### src/rtl/mac_v4.sv
// mac_v4: signed multiply-accumulate of K streamed (feature, weight) pairs plus bias,
// result presented on a valid/ready port and held until accepted.
module mac_v4 #(
  parameter int INPUT_BIT_RESOLUTION  = 8,
  parameter int OUTPUT_BIT_RESOLUTION = 32,
  parameter int KERNEL_SIZE_W         = 3,
  parameter int KERNEL_SIZE_H         = 3
) (
  input  logic                             clk_i,
  input  logic                             rst_ni,
  input  logic                             mac_fin_and_kernel_valid_i,
  input  logic [INPUT_BIT_RESOLUTION-1:0]  mac_fin_data_i,
  input  logic [INPUT_BIT_RESOLUTION-1:0]  mac_kernel_data_i,
  input  logic [OUTPUT_BIT_RESOLUTION-1:0] mac_kernel_bias_i,
  output logic                             mac_valid_o,
  output logic [OUTPUT_BIT_RESOLUTION-1:0] mac_data_o,
  input  logic                             mac_ready_i
);
  localparam int IW = INPUT_BIT_RESOLUTION;
  localparam int OW = OUTPUT_BIT_RESOLUTION;
  localparam int K  = KERNEL_SIZE_W * KERNEL_SIZE_H;
  localparam int CW = $clog2(K) + 1;

  typedef enum logic {ACCUM, DONE} state_t;

  state_t          state, state_nx;
  logic [CW-1:0]   cnt, cnt_nx;
  logic [OW-1:0]   acc, acc_nx, data, data_nx, prod_ext, sum;
  logic signed [2*IW-1:0] prod;
  logic            beat, last;

  assign prod     = (2*IW)'($signed(mac_fin_data_i)) * (2*IW)'($signed(mac_kernel_data_i));
  assign prod_ext = OW'(prod);
  assign beat     = state == ACCUM && mac_fin_and_kernel_valid_i;
  assign last     = cnt == CW'(K - 1);
  // bias enters only on the first beat, replacing the stale accumulator
  assign sum      = (cnt == '0 ? mac_kernel_bias_i : acc) + prod_ext;

  always_comb begin
    state_nx = beat && last ? DONE : (state == DONE && mac_ready_i) ? ACCUM : state;
    cnt_nx   = beat ? (last ? '0 : cnt + CW'(1)) : cnt;
    acc_nx   = beat ? sum : acc;
    data_nx  = beat && last ? sum : data;
  end

  always_ff @(posedge clk_i or negedge rst_ni) begin
    if (!rst_ni) begin
      state <= ACCUM;
      cnt   <= '0;
      acc   <= '0;
      data  <= '0;
    end else begin
      state <= state_nx;
      cnt   <= cnt_nx;
      acc   <= acc_nx;
      data  <= data_nx;
    end
  end

  assign mac_valid_o = state == DONE;
  assign mac_data_o  = data;
endmodule

### config.mk
export PLATFORM = sky130hd
export DESIGN_NAME = mac_v4
export DESIGN_NICKNAME = d
export VERILOG_FILES = /design/src/rtl/mac_v4.sv
export SDC_FILE = /design/constraint.sdc
export NUM_CORES = 1
export LEC_CHECK = 0
export BUFFER_PORTS_ARGS = -buffer_cell sky130_fd_sc_hd__buf_2
export CAP_MARGIN = 15
export CORE_MARGIN = 3
export CORE_UTILIZATION = 45
export CTS_BUF_LIST = sky130_fd_sc_hd__clkbuf_8
export DETAILED_ROUTE_END_ITERATION = 8
export SLEW_MARGIN = 20
export SYNTH_ARGS = -nofsm -noshare
export SYNTH_HDL_FRONTEND = slang
export SYNTH_SLANG_ARGS = --single-unit
### constraint.sdc
create_clock -name clk_i -period 5.7 [get_ports clk_i]
set_input_delay 0.57 -clock clk_i [delete_from_list [all_inputs] [get_ports clk_i]]
set_output_delay 0.57 -clock clk_i [all_outputs]
set_load 0.005 [all_outputs]
Word-level counts from Yosys, hierarchy flattened
Index checks and enable logic that the tools add are counted.
{"block": "word_totals", "reg_bits": 70, "latch_bits": 0, "ram_bits": 0, "rom_bits": 0, "output_inout_bits": 33, "word_cells": 18, "memories": 0}
{"block": "classes", "n_addsub": 2, "mul": 1, "div_mod_pow": 0, "magnitude_cmp": 0, "n_eq_ne": 1, "n_shift": 0, "mux": 4, "bitwise_logic": 1, "n_reduce_logical": 5}
{"cell": "$add A32 B32 Y32", "count": 1}
{"cell": "$mux W32", "count": 1}
{"cell": "$mul A8 B8 Y16", "count": 1}
{"cell": "$add A5 B1 Y5 const B", "count": 1}
{"cell": "$eq A5 B4 Y1 const B", "count": 1}
{"cell": "$logic_not A5 Y1", "count": 1}
{"cell": "$mux W5", "count": 1}
{"cell": "$logic_and A1 B1 Y1", "count": 3}
{"cell": "$mux W1", "count": 2}
{"cell": "$reduce_bool A2 Y1", "count": 1}
{"cell": "$not A1 Y1", "count": 1}

Depth between registers and ports, before layout
Gate-level depths: netlist (run 1).
{"block": "depth", "ltp_word": 4, "ltp_mapped": 31, "ltp_nobuf": 31}

Worst setup path before layout (run 1)
Ideal clock, no wire load.
{"block": "synth_timing", "kind": "input to register", "from": "input mac_kernel_data_i[3]", "to": "register acc[26]", "setup_time_ns": 0.126, "arrival_ns": 6.609, "slack_ns": -1.035, "stages": 26, "n_path_buf": 1, "path_cell_list": "and2_1 -> fa_1 -> inv_1 -> fa_1 -> inv_1 -> fa_1 -> inv_1 -> fa_1 -> inv_1 -> ha_1 -> a21o_1 -> a31o_2 -> a21oi_2 -> xor2_1 -> inv_1 -> buf_6 -> ha_1 -> a21o_1 -> a21o_1 -> a21oi_1 -> o21ai_0 -> o41a_4 -> a21oi_4 -> mux2i_2 -> o2bb2ai_1 -> a221o_1"}
{"block": "synth_via", "elab_chain_len": 2}
{"item": "from (decl)", "line": "13", "text": "input logic [INPUT_BIT_RESOLUTION-1:0] mac_kernel_data_i,"}
{"item": "$mul A8 B8 Y16", "line": "32", "text": "assign prod = (2*IW)'($signed(mac_fin_data_i)) * (2*IW)'($signed(mac_kernel_data_i));"}
{"item": "$add A32 B32 Y32", "line": "37", "text": "assign sum = (cnt == '0 ? mac_kernel_bias_i : acc) + prod_ext;"}
{"item": "to (signal assigned)", "line": "55", "text": "acc <= acc_nx;"}
{"item": "to (decl)", "line": "28", "text": "logic [OW-1:0] acc, acc_nx, data, data_nx, prod_ext, sum;"}
Every way passes these cells.
A chain may end at the register's enable or synchronous reset.

Worst setup path in the final report (run 1)
{"block": "layout_timing", "from": "input mac_fin_data_i[3]", "to": "register acc[26]"}
{"block": "layout_via", "elab_chain_len": 2}
{"item": "from (decl)", "line": "12", "text": "input logic [INPUT_BIT_RESOLUTION-1:0] mac_fin_data_i,"}
{"item": "$mul A8 B8 Y16", "line": "32"}
{"item": "$add A32 B32 Y32", "line": "37"}
Every way passes these cells.

==> results by group, run 1 <==
STA
  • Fin. Hold Viols: 0
  • Peak Freq: 164 MHz
  • Worst Tran Pin Value: 879 ps
  • Post-route setup slack: -395 ps
  • Hold WS: 337 ps
  • Pins Over Slew Limit: 0
  • Slew Limit Headroom: 0.412
  • Skew final: 9.94 ps
  • Final setup viols: 20
  • Crit path time final: 6100 ps
  • Period utilisation layout: 1.07
  • RSZ-0062 raised after global routing: yes

Cells and area
  • Storage cell area: 1750 sq um
  • Share of post-route cells with drive strength above 1: 0.361
  • Fillcell total: 1347
  • Area grow syn2layout: 33.4%
  • Nets@finish: 1142
  • Area of the multi-input gates: 5480 sq um

Setup path
  • CP startpoint kind: primary input
  • CP Data Required Time: 5940 ps
  • R2R cell count: 16
  • CP delay by family, top: adder cells
  • WS Path Type: in2reg
  • Critical path endpoint category: register
  • Crit path buffers/inverters: 5
  • CP max stage cell: fa_1
  • Critical Path Stages: 30
  • Crit-path max FO: 8
  • Crit path largest cell delay: 520 ps
  • WP data arrival: 6330 ps

Flow run
  • Max Cap Viol: 0

Status
  • Status: finished with violations
  • Failing checks: setup timing

GRT
  • Initial antenna violation count: 1
  • Largest net degree at the start of global routing: 71
  • GRT Total Usage: 0.203
  • First-pass GRT wire length: 29600 microns
  • Number of global-route vias before repair: 6354
  • Grt ovf: 0

Yosys
  • Ys flop type: dfrtp_1
  • EDFF count, synth: 0
  • Syn nets: 952
  • Cell variety after synth: 60
  • Warnings from Yosys: 0
  • Netlist Area Pre-Place: 7110 sq um
  • Synthesized area per cell: 9.04 sq um
  • Mapped Cells: 787
  • Post-synthesis sequential area ratio: 0.246
  • Seq cells post-synth: 70
  • Async SR Flop Fraction: 1.00

Drt
  • DR pass1 iterations: 4
  • Vias: 6088
  • Final WL: 17100 microns
  • DRC: 0
  • Via density: 5.10
  • Routed WL per cell: 14.3 microns
  • Violation count after the first detailed-route iteration: 264
  • Antenna Nets Post-Route: 0

Clock network
  • CTS tree: done
  • CTS Buffer Depth: 2
  • Clock slew at reported path FFs: 80 ps
  • Num CTS Buffers: 9
  • CTS sink cnt: 70
  • H-tree lvl count: 3
  • Clock Latency Late Sink: 350 ps
  • Root Driver: clkbuf_8

Die
  • IO Count: 85
  • Rows: 45
  • DIE AREA: 17300 sq um
  • Initial cell density of the core: 0.464
  • Die Span Y: 132 microns
  • Core Region: 15300 sq um
  • Die Wd: 132 microns

Placed design
  • RePlAce Congestion: 0.873
  • Detailed placer's ending HPWL: 13200 microns
  • Pre-CTS setup slack: -922 ps
  • Port Buffers: 84

Hold path
  • Hold Crit Class: in2async
cell type report:
| class | count | share of cell area |
|---|---|---|
| multi-input combinational | 595 | 0.577 |
| tap | 211 | 0.0278 |
| sequential | 70 | 0.185 |
| clock inverter | 6 | 0.00594 |
| antenna | 1 | 0.000264 |
| inverter | 100 | 0.0396 |
| timing repair buffer | 201 | 0.151 |
| clock buffer | 9 | 0.0131 |
flip-flops by register name, indices dropped and copies added (netlist names):
register	cells
acc	32
mac_data_o	32
mac_valid_o	1
cnt	5
logic make-up after synthesis:
group | Yosys count | synth area share
adders and majority gates | 113 | 0.258
muxes | 38 | 0.0584
AOI/OAI and AO/OA | 162 | 0.143
buffers and inverters | 122 | 0.0697
and+or+nand+nor | 230 | 0.159
xor gates and xnor gates | 52 | 0.0660
DFF | 70 | 0.246
layout by cell type, fill, tap and decap left out, drive strengths merged, types with 20 or more instances in the layout:
cell type / synthesis / final
buf: 5 / 198
nand2: 103 / 103
inv: 100 / 102
o21ai: 75 / 75
dfrtp: 70 / 70
ha: 57 / 57
fa: 56 / 56
and2: 49 / 49
a21oi: 32 / 32
xnor2: 31 / 31
mux2: 25 / 25
nor2: 22 / 22
xor2: 20 / 20
metal layers:
| metal | vias up | GRT usage | routed length, microns |
|---|---|---|---|
| met5 | - | 0 | 0 |
| met4 | 0 | 0.0391 | 278 |
| met2 | 99 | 0.352 | 8500 |
| li1 | 2992 | - | - |
| met1 | 2968 | 0.269 | 7730 |
| met3 | 29 | 0.0341 | 598 |
per-stage QoR:
stage                     TNS (ps)  cell area, sq um  cells   util
after detailed placement    -21470              8680   1167  0.567
after global placement      -18570              8680   1167  0.567
after floorplan              -5050              7280    787      -
final                        -4700              9490   1193  0.619
after CTS                    -5420              9210   1189  0.602
after global routing        -11180              9490   1193  0.619
final timing paths:
| check | from | endpoint | slack [ps] |
|---|---|---|---|
| setup / recovery | mac_fin_data_i[3] | acc[26]$_DFFE_PN0P_ | -400 |
| hold / removal | rst_ni | cnt[4]$_DFFE_PN0P_ | 340 |
| setup reg to reg | cnt[0]$_DFFE_PN0P_ | acc[26]$_DFFE_PN0P_ | 1050 |
| hold reg to reg | mac_data_o[2]$_DFFE_PN0P_ | mac_data_o[2]$_DFFE_PN0P_ | 480 |
| max in group asynchronous | rst_ni | mac_data_o[19]$_DFFE_PN0P_ | 4790 |
| min in group clk_i | mac_ready_i | mac_valid_o$_DFFE_PN0P_ | 400 |
cell usage after synthesis (11+ instances only):
cell | count | area, sq um
nand2_1 | 102 | 383
inv_1 | 99 | 372
o21ai_0 | 74 | 370
dfrtp_1 | 70 | 1750
ha_1 | 57 | 713
fa_1 | 56 | 1120
and2_1 | 49 | 307
xnor2_1 | 31 | 272
a21oi_1 | 30 | 150
mux2_2 | 25 | 282
nor2_1 | 22 | 82.6
xor2_1 | 20 | 175
clkbuf_1 | 16 | 60.1
a21o_1 | 15 | 113
mux2i_1 | 12 | 120
nand3_1 | 11 | 55.1
nor2b_1 | 11 | 68.8
repair_timing:
action	CTS	global route
endpoints found under the hold margin	0	0
hold buffers	0	0
gates cloned	1	0
resized for setup	68	59
setup endpoints to repair	29	34
pin swaps	48	33
setup buffers	7	3
Power of run 1 is not shown: default switching activity piles up to over one toggle a cycle in this logic, so the estimate is an artifact.
==> run 2, diff against run 1 <==
--- a/config.mk
+++ b/config.mk
@@ -11,6 +11,7 @@
 export CORE_UTILIZATION = 45
 export CTS_BUF_LIST = sky130_fd_sc_hd__clkbuf_8
 export DETAILED_ROUTE_END_ITERATION = 8
+export PLACE_DENSITY = 0.6
 export SLEW_MARGIN = 20
 export SYNTH_ARGS = -nofsm -noshare
 export SYNTH_HDL_FRONTEND = slang
==> constraint.sdc (replaced) <==
create_clock -name clk_i -period 5.7 [get_ports clk_i]
set_input_delay 1.425 -clock clk_i [delete_from_list [all_inputs] [get_ports clk_i]]
set_output_delay 1.425 -clock clk_i [all_outputs]
set_load 0.005 [all_outputs]
==> run 2 against run 1 <==
  * The flow still finishes with violations (setup timing)
  * Die area did not move
  * Global-route usage decreased by 0.18 points
  * Clock skew increased by 3.2 ps
  * Largest cell class unchanged
  * Maximum frequency shrank 13%
  * Routed wire length up 5.4%
==> results by group, run 2 (same netlist as run 1, synthesis figures left out) <==
Setup path
  • Crit path largest cell delay: 520 ps (about the same)
  • Crit-path max FO: 6 (-2)
  • WP data arrival: 7280 ps (+950 ps)
  • Critical path endpoint category: register
  • WS Path Type: in2reg
  • R2R cell count: 16 (unchanged)
  • Worst path most repeated cell: ha_4
  • CP Data Required Time: 5960 ps (+20 ps)
  • CP startpoint kind: primary input
  • CP max stage cell: fa_1

GRT
  • M2 GR Usage: 0.336 (-0.0158)
  • Met1 global-route usage: 0.281 (+0.0119)
  • Most Used Layer, Global Route: met2
  • Largest net degree at the start of global routing: 71 (unchanged)
  • GR Layer Usage met3: 0.0329 (-0.00115)
  • First-pass GRT wire length: 29300 microns (-1.0%)
  • GRT Total Usage: 0.201 (-0.00178)
  • Number of global-route vias before repair: 6216 (-2.2%)
  • Initial antenna violation count: 0 (-1)
  • Grt ovf: 0 (unchanged)

Status
  • Status: finished with violations
  • Failing checks: setup timing

Clock network
  • Root Driver: clkbuf_8
  • H-tree lvl count: 3 (unchanged)
  • CTS tree: done
  • Clock slew at reported path FFs: 80 ps (about the same)
  • Num CTS Buffers: 9 (unchanged)
  • Clock Latency Late Sink: 370 ps (+20 ps)
  • CTS Buffer Depth: 2 (unchanged)
  • CTS sink cnt: 70 (unchanged)

Placed design
  • Port Buffers: 84 (unchanged)
  • RePlAce Congestion: 0.890 (+2.0%)
  • Detailed placer's ending HPWL: 13200 microns (-0.41%)
  • Placed standard-cell area: 8730 sq um (+0.56%)

Die
  • Core Region: 15300 sq um (unchanged)
  • Die Span Y: 132 microns (unchanged)
  • IO Count: 85 (unchanged)
  • DIE AREA: 17300 sq um (unchanged)
  • Rows: 45 (unchanged)
  • Die Wd: 132 microns (unchanged)
  • Initial cell density of the core: 0.464 (unchanged)

Cells and area
  • Area grow syn2layout: 38.8%
  • Inserted Diodes: 0 (-1)
  • Design Area, Final: 9870 sq um (+4.1%)
  • Share of post-route cells with drive strength above 1: 0.394 (+0.0331)
  • Commonest non-fill, non-tap cell in the layout: buf_4
  • Nets@finish: 1155 (+1.1%)
  • Highest-count cells in the layout ignoring fill and taps: buf_4 (123), nand2_1 (99), inv_1 (88)

STA
  • Slew Limit Headroom: 0.398 (-0.0138)
  • RSZ-0062 raised after global routing: yes
  • Crit path time final: 7030 ps (+933 ps)
  • Worst Tran Pin Value: 899 ps (+20.7 ps)
  • Peak Freq: 142 MHz (-13%)
  • Skew final: 13.1 ps (+3.20 ps)
  • Period utilisation layout: 1.23 (+0.164)
  • Final setup viols: 44 (+120%)
  • Fin. Hold Viols: 0 (unchanged)
  • Post-route setup slack: -1330 ps (-933 ps)
  • Setup_tns: -37950 ps (-33250 ps)
  • Pins Over Slew Limit: 0 (unchanged)

Drt
  • Antenna Nets Post-Route: 0 (unchanged)
  • Via density: 5.06 (-0.80%)
  • Routed WL per cell: 15.0 microns (+4.3%)
  • DR pass1 iterations: 5 (+1)
  • Vias: 6105 (+0.28%)
  • Violation count after the first detailed-route iteration: 230 (-13%)
  • DRC: 0 (unchanged)
  • Final WL: 18000 microns (+5.4%)

Hold path
  • Hold depth: 2
  • Hold Crit Class: reg2reg

Flow run
  • Max Cap Viol: 0 (unchanged)
==> run 2: critical path, delay by kind of cell <==
family	cells	cell delay, ps
AO/OA/AOI/OAI	11	1860
adder cells (fa/ha/maj)	7	2460
AND/OR/NAND/NOR	8	1200
XOR/XNOR	1	110
buffers and inverters	3	210
==> run 2: metal layers <==
layer | share of wire | vias to the layer above
met2 | 0.50 | 101
met3 | 0.036 | 6
met4 | 0.0047 | 0
li1 | - | 3001
met5 | 0 | -
met1 | 0.46 | 2997
==> run 2: metrics by stage <==
stage | setup slack (ps) | std cells | utilization | hold WS (ps)
2_1_floorplan | -1410 | 787 | - | 442
4_1_cts | -1270 | 1193 | 0.601 | 480
3_5_place_dp | -1830 | 1172 | 0.570 | 459
5_1_grt | -1630 | 1206 | 0.645 | 495
6_report | -1330 | 1206 | 0.645 | 478
3_3_place_gp | -1700 | 1172 | 0.570 | 456
==> run 2: final cells by class <==
cell class | instances | area, sq um
Clock buffer | 9 | 124
Clock inverter | 7 | 72.6
Fill cell | 1322 | 5440
Inverter | 100 | 375
Multi-Input combinational cell | 595 | 5740
Sequential cell | 70 | 1750
Tap cell | 211 | 264
Timing Repair Buffer | 214 | 1550
==> run 2: path summary, 6_finish.rpt <==
| kind | from | to | slack, ps |
|---|---|---|---|
| hold / removal | acc[4]$_DFFE_PN0P_ | acc[4]$_DFFE_PN0P_ | 480 |
| setup reg to reg | cnt[0]$_DFFE_PN0P_ | acc[26]$_DFFE_PN0P_ | 930 |
| hold reg to reg | acc[4]$_DFFE_PN0P_ | acc[4]$_DFFE_PN0P_ | 480 |
| min in group asynchronous | rst_ni | mac_data_o[5]$_DFFE_PN0P_ | 1170 |
| setup / recovery | mac_kernel_data_i[1] | mac_data_o[31]$_DFFE_PN0P_ | -1330 |
| max in group asynchronous | rst_ni | mac_data_o[18]$_DFFE_PN0P_ | 3930 |
==> run 2: what timing repair did <==
item | CTS | global route
pin swaps | 50 | 51
endpoints found under the setup margin | 44 | 44
gates resized for setup | 74 | 109
hold buffers | 0 | 0
gates cloned | 0 | 1
setup buffers | 6 | 12
Power of run 2 is left out for the same reason.
